--- config.mk ---
export PLATFORM = sky130hd
export DESIGN_NAME = pwm_cmd_dispatcher
export DESIGN_NICKNAME = d
export VERILOG_FILES = /design/src/rtl/pwm_cmd_dispatcher.sv
export SDC_FILE = /design/constraint.sdc
export NUM_CORES = 1
export LEC_CHECK = 0
export ABC_AREA = 1
export BUFFER_PORTS_ARGS = -buffer_cell sky130_fd_sc_hd__buf_2
export CAP_MARGIN = 20
export CORE_MARGIN = 2
export CORE_UTILIZATION = 60
export CTS_BUF_LIST = sky130_fd_sc_hd__clkbuf_16
export DETAILED_ROUTE_END_ITERATION = 7
export PLACE_DENSITY = 0.81
export SYNTH_ARGS = -nofsm -noshare
export SYNTH_HDL_FRONTEND = slang
export SYNTH_SLANG_ARGS = --single-unit
export TNS_END_PERCENT = 30
--- constraint.sdc ---
create_clock -name clk -period 6.4 [get_ports clk]
set_clock_uncertainty 0.1 [all_clocks]
set_input_delay 1.28 -clock clk [delete_from_list [all_inputs] [get_ports clk]]
set_output_delay 1.28 -clock clk [all_outputs]
set_load 0.02 [all_outputs]
--- src/rtl/pwm_cmd_dispatcher.sv ---
// Queues 16-bit SPI command words and issues one-cycle write strobes to PWM channels
// or the clock divider, optionally deferring PWM writes to the channel's period boundary.
module pwm_cmd_dispatcher #(
  parameter int unsigned FIFO_DEPTH    = 4,
  parameter int unsigned PWM_REG_WIDTH = 10,
  parameter int unsigned CLK_DIV_WIDTH = 4,
  parameter int unsigned SYNC_TIMEOUT  = 1023
) (
  input  logic                         clk,
  input  logic                         rst,
  input  logic [15:0]                  cmd_data,
  input  logic                         cmd_valid,
  output logic                         cmd_ready,
  input  logic                         sync_mode,
  input  logic [7:0]                   period_end,
  input  logic                         clear_err,
  output logic [7:0]                   pwm_wr,
  output logic                         clk_div_wr,
  output logic [PWM_REG_WIDTH-1:0]     wr_data,
  output logic [$clog2(FIFO_DEPTH):0]  fifo_level,
  output logic                         busy,
  output logic                         overflow_err,
  output logic                         bad_addr_err,
  output logic                         sync_timeout_err
);

  localparam int unsigned PTR_W   = $clog2(FIFO_DEPTH);
  localparam int unsigned LVL_W   = PTR_W + 1;
  localparam int unsigned CNT_W   = $clog2(SYNC_TIMEOUT + 1);
  localparam int unsigned ENTRY_W = 4 + PWM_REG_WIDTH;

  localparam logic [1:0] S_IDLE      = 2'd0;
  localparam logic [1:0] S_DECODE    = 2'd1;
  localparam logic [1:0] S_WAIT_SYNC = 2'd2;
  localparam logic [1:0] S_STROBE    = 2'd3;

  if (CLK_DIV_WIDTH > PWM_REG_WIDTH) begin : g_bad_div_width
    $error("CLK_DIV_WIDTH must not exceed PWM_REG_WIDTH");
  end
  if (FIFO_DEPTH < 2 || (FIFO_DEPTH & (FIFO_DEPTH - 1)) != 0) begin : g_bad_depth
    $error("FIFO_DEPTH must be a power of 2 and >= 2");
  end

  logic [ENTRY_W-1:0]       r_mem [FIFO_DEPTH];
  logic [PTR_W-1:0]         r_wr_ptr;
  logic [PTR_W-1:0]         r_rd_ptr;
  logic [LVL_W-1:0]         r_level;
  logic [ENTRY_W-1:0]       r_cmd;
  logic [1:0]               r_state;
  logic [1:0]               w_state_nxt;
  logic [CNT_W-1:0]         r_sync_cnt;
  logic [CNT_W-1:0]         w_sync_cnt_nxt;
  logic [7:0]               w_pwm_wr_nxt;
  logic                     w_clk_div_wr_nxt;
  logic [PWM_REG_WIDTH-1:0] w_wr_data_nxt;
  logic                     w_bad_addr_set;
  logic                     w_timeout_set;
  logic                     w_push;
  logic                     w_pop;
  logic                     w_overflow_set;
  logic [3:0]               w_addr;
  logic [PWM_REG_WIDTH-1:0] w_value;
  logic                     w_is_pwm;
  logic                     w_is_div;
  logic [2:0]               w_sync_ch;
  logic [7:0]               w_pwm_mask;
  logic                     w_unused_cmd_bits;

  // Bits between the address nibble and the value field are don't-care.
  assign w_unused_cmd_bits = ^cmd_data;

  assign cmd_ready      = (r_level != LVL_W'(FIFO_DEPTH));
  assign w_push         = cmd_valid && cmd_ready;
  assign w_overflow_set = cmd_valid && !cmd_ready;
  assign w_pop          = (r_state == S_IDLE) && (r_level != '0);
  assign fifo_level     = r_level;
  assign busy           = (r_level != '0) || (r_state != S_IDLE);

  assign w_addr     = r_cmd[ENTRY_W-1 -: 4];
  assign w_value    = r_cmd[PWM_REG_WIDTH-1:0];
  assign w_is_pwm   = (w_addr <= 4'd7) || (w_addr == 4'd15);
  assign w_is_div   = (w_addr == 4'd8);
  assign w_sync_ch  = (w_addr == 4'd15) ? 3'd0 : w_addr[2:0];
  assign w_pwm_mask = (w_addr == 4'd15) ? 8'hFF : (8'(1) << w_addr[2:0]);

  // Command storage; data array needs no reset.
  always_ff @(posedge clk) begin
    if (w_push) r_mem[r_wr_ptr] <= {cmd_data[15:12], cmd_data[PWM_REG_WIDTH-1:0]};
  end

  always_ff @(posedge clk or posedge rst) begin
    if (rst) begin
      r_wr_ptr <= '0;
      r_rd_ptr <= '0;
      r_level  <= '0;
    end else begin
      if (w_push) r_wr_ptr <= PTR_W'(r_wr_ptr + 1'b1);
      if (w_pop)  r_rd_ptr <= PTR_W'(r_rd_ptr + 1'b1);
      case ({w_push, w_pop})
        2'b10:   r_level <= LVL_W'(r_level + 1'b1);
        2'b01:   r_level <= LVL_W'(r_level - 1'b1);
        default: r_level <= r_level;
      endcase
    end
  end

  // Next-state and next-output logic for the dispatch FSM.
  always_comb begin
    w_state_nxt      = r_state;
    w_sync_cnt_nxt   = r_sync_cnt;
    w_pwm_wr_nxt     = 8'h00;
    w_clk_div_wr_nxt = 1'b0;
    w_wr_data_nxt    = wr_data;
    w_bad_addr_set   = 1'b0;
    w_timeout_set    = 1'b0;
    case (r_state)
      S_IDLE: begin
        if (r_level != '0) w_state_nxt = S_DECODE;
      end
      S_DECODE: begin
        w_wr_data_nxt  = w_value;
        w_sync_cnt_nxt = '0;
        if (!w_is_pwm && !w_is_div) begin
          w_bad_addr_set = 1'b1;
          w_state_nxt    = S_IDLE;
        end else if (w_is_pwm && sync_mode) begin
          w_state_nxt = S_WAIT_SYNC;
        end else begin
          w_state_nxt = S_STROBE;
        end
      end
      S_WAIT_SYNC: begin
        if (period_end[w_sync_ch]) begin
          w_state_nxt = S_STROBE;
        end else if (r_sync_cnt == CNT_W'(SYNC_TIMEOUT)) begin
          w_timeout_set = 1'b1;
          w_state_nxt   = S_STROBE;
        end else begin
          w_sync_cnt_nxt = CNT_W'(r_sync_cnt + 1'b1);
        end
      end
      S_STROBE: begin
        if (w_is_pwm) w_pwm_wr_nxt = w_pwm_mask;
        else          w_clk_div_wr_nxt = 1'b1;
        w_state_nxt = S_IDLE;
      end
      default: w_state_nxt = S_IDLE;
    endcase
  end

  always_ff @(posedge clk or posedge rst) begin
    if (rst) begin
      r_state          <= S_IDLE;
      r_sync_cnt       <= '0;
      r_cmd            <= '0;
      pwm_wr           <= 8'h00;
      clk_div_wr       <= 1'b0;
      wr_data          <= '0;
      overflow_err     <= 1'b0;
      bad_addr_err     <= 1'b0;
      sync_timeout_err <= 1'b0;
    end else begin
      r_state          <= w_state_nxt;
      r_sync_cnt       <= w_sync_cnt_nxt;
      pwm_wr           <= w_pwm_wr_nxt;
      clk_div_wr       <= w_clk_div_wr_nxt;
      wr_data          <= w_wr_data_nxt;
      if (w_pop) r_cmd <= r_mem[r_rd_ptr];
      // Sticky flags: a new event wins over clear_err.
      overflow_err     <= w_overflow_set || (overflow_err && !clear_err);
      bad_addr_err     <= w_bad_addr_set || (bad_addr_err && !clear_err);
      sync_timeout_err <= w_timeout_set  || (sync_timeout_err && !clear_err);
    end
  end

endmodule

==> key figures <==
CTS
  – Clk Latency, worst-skew pair: 0.35 ns
  – CTS buffer count: 9
  – CTS tree: built
  – Sink Count: 111
  – H-tree depth: 3
  – CTS Buffer Depth: 2
  – Setup Fix Bufs, Post-CTS: 0
  – Post-cts gate resize count: 0
  – Root buf cell: clkbuf_16
  – Cts hold-fix bufs: 0
  – Clock slew at reported path FFs: 0.07 ns

Timing
  – Crit path time final: 2.78 ns
  – Worst-margin pin slew: 1.01 ns
  – Worst Slack Setup Final: 3.62 ns
  – Period utilisation layout: 0.435
  – Slew margin rel.: 0.327
  – Slew Limit Fails: 0
  – Unrepaired setup endpoints after global routing: no
  – Final setup vio count: 0
  – Final hold slack: 0.386 ns
  – Final setup TNS: 0 ns
  – F_max: 0.360 GHz
  – Hold Vio Cnt, Final: 0

Synth
  – Post-synth EDFFs: 56
  – Number of synthesized register bits: 111
  – Netlist cell types: 36
  – Async S/R FF share, synth: 0.495
  – Seq/Total Area, Yosys: 0.645
  – Synth Instances: 439
  – Synth Flop Type: edfxtp_1
  – Syn nets: 475
  – Post-Syn Area: 4740 um^2
  – Synth Warn #: 0
  – Mean Syn Cell Area: 10.8 um^2

Detailed routing
  – Post-route DRC: 0
  – Via count: 3199
  – Post-route ant nets: 0
  – WL/cell: 14.3 um
  – Final WL: 8.55 mm
  – DR pass1 iterations: 4
  – Initial DRC Count: 144
  – Vias/cell: 5.37

Place
  – Routability cong.: 0.828
  – Port Buffers: 53
  – Placed Cells: 580
  – Dpl hpwl: 5.51 mm
  – Pre-CTS WS: 3.48 ns

Final layout
  – Ant diodes: 0
  – Register area: 3060 um^2
  – Finished Layout Cells: 596
  – Layout cells sized above 1: 0.200
  – Multi-input logic area: 1410 um^2
  – Area delta synth->final: 13.5%
  – Layout net count: 526
  – Fill cell count: 566

Flow run
  – Max_cap viols: 0

Power and ir drop
  – Peak supply drop: 203 uV
  – Leak: 2.40 nW
  – Power per cell area: 458 nW/um^2

GRT
  – Initial antenna violation count: 0
  – GRT overflow: 0
  – Global-route wire length before repair: 13.8 mm
  – Largest net degree at the start of global routing: 56
  – Vias in the first global route: 2927
  – GR Util All Layers: 0.210

Floorplan
  – Core region area: 7690 um^2
  – Initial core utilization: 0.616
  – IO Count: 56
  – Die ar.: 8620 um^2
  – FP Rows: 32
  – Die Wd: 92.9 um
  – Die Height: 92.9 um

Worst hold path
  – Hold Path Class: register to register
  – Hold Crit Start: wr_data[6]
  – Hold Path Stages: 2
  – Worst hold path endpoint: wr_data[6]

Worst setup path
  – Critical Path Fanout Max: 7
  – Critical path endpoint category: primary output
  – Setup slack, reg-to-reg: 3.63 ns
  – Reg2reg start: r_state[0]
  – Worst path arrival time: 1.40 ns
  – Worst reg2reg path depth: 9
  – WS Path Type: register to primary output
  – Critical path required time: 5.02 ns
  – CP Launch Type: register
  – RR Endpoint: fifo_level[2]

Outcome
  – Status: completed
==> through the flow <==
step,util,total power [mW],cell area (um^2)
finish,0.700,2.47,5380
detailed placement,0.660,1.94,5080
CTS,0.697,2.48,5360
floorplan,-,1.72,4740
global placement,0.660,1.90,5080
global route,0.700,2.63,5380
==> cell families (layout without fill, tap and decap cells) <==
| logic type | count (synthesis) | count (layout) | synth area share |
|---|---|---|---|
| fa+ha+maj | 7 | 7 | 0.0201 |
| buf+inv | 67 | 122 | 0.0573 |
| xor+xnor | 9 | 9 | 0.0166 |
| simple gates | 170 | 170 | 0.159 |
| flops | 111 | 111 | 0.645 |
| compound gates | 75 | 75 | 0.102 |
==> power breakdown <==
part           switching (mW)  internal, mW  total [mW]
Combinational           0.568         0.271       0.840
Clock                   0.255         0.272       0.527
Sequential              0.149         0.949        1.10
==> per-layer routing <==
| layer | track usage | wire length [um] | vias to the layer above |
|---|---|---|---|
| li1 | - | - | 1583 |
| met3 | 0.0504 | 483 | 9 |
| met5 | 0 | 0 | - |
| met1 | 0.285 | 3880 | 1509 |
| met2 | 0.339 | 4090 | 98 |
| met4 | 0.0699 | 93 | 0 |
==> cells in the mapped netlist, types with 3 or more instances <==
cell type	number	area, um^2
a21oi_1	8	40.0
clkbuf_1	14	52.6
dfrtp_1	55	1380
edfxtp_1	56	1680
ha_1	6	75.1
inv_1	43	161
inv_2	5	18.8
nand2_1	61	229
nand2_2	7	43.8
nand3_1	19	95.1
nand3_2	5	50.1
nand4_1	8	50.1
nor2_1	64	240
o21ai_0	42	210
o32ai_1	14	123
xnor2_1	3	26.3
xor2_1	6	52.6
==> registers in the layout, indices dropped and copies added (netlist names), named ones only <==
signal,count
clk_div_wr,1
r_wr_ptr,2
r_state,1
wr_data,10
r_rd_ptr,2
r_sync_cnt,10
r_mem,56
bad_addr_err,1
overflow_err,1
fifo_level,3
sync_timeout_err,1
pwm_wr,8
r_cmd,14
==> layout make-up <==
class,count,area share
clock inverter,6,0.0107
sequential,111,0.569
multi-input combinational,261,0.262
inverter,49,0.0347
timing repair buffer,58,0.0586
clock buffer,9,0.0419
tap,102,0.0237
==> critical path, stage by stage, from the launching register on <==
cell     delay [ns]
dfrtp_1        0.46
nor2_1         0.21
nand4_1        0.18
buf_2          0.21
==> cell usage in the layout (no fill, tap or decap), types with 4 or more instances in the layout <==
cell type	synthesis	routed
nor2_1	64	64
nand2_1	61	61
edfxtp_1	56	56
dfrtp_1	55	55
buf_2	2	53
inv_1	43	42
o21ai_0	42	42
nand3_1	19	19
o32ai_1	14	14
clkbuf_16	0	9
nand4_1	8	8
a21oi_1	8	8
nand2_2	7	7
xor2_1	6	6
inv_2	5	6
ha_1	6	6
nand3_2	5	5
buf_4	0	4
==> how the worst max path moves through the flow <==
stage | startpoint | end | slack [ns] | depth (start not counted)
finish | r_state[0] | busy | 3.62 | 3
global route | r_state[0] | fifo_level[2] | 3.47 | 9
CTS | r_state[0] | busy | 3.62 | 3
detailed placement | cmd_valid | fifo_level[2] | 3.48 | 8
global placement | cmd_valid | fifo_level[2] | 3.53 | 8
floorplan | rst | asynchronous set/reset pin | 3.68 | 1
(Power assumes the default switching activity.)
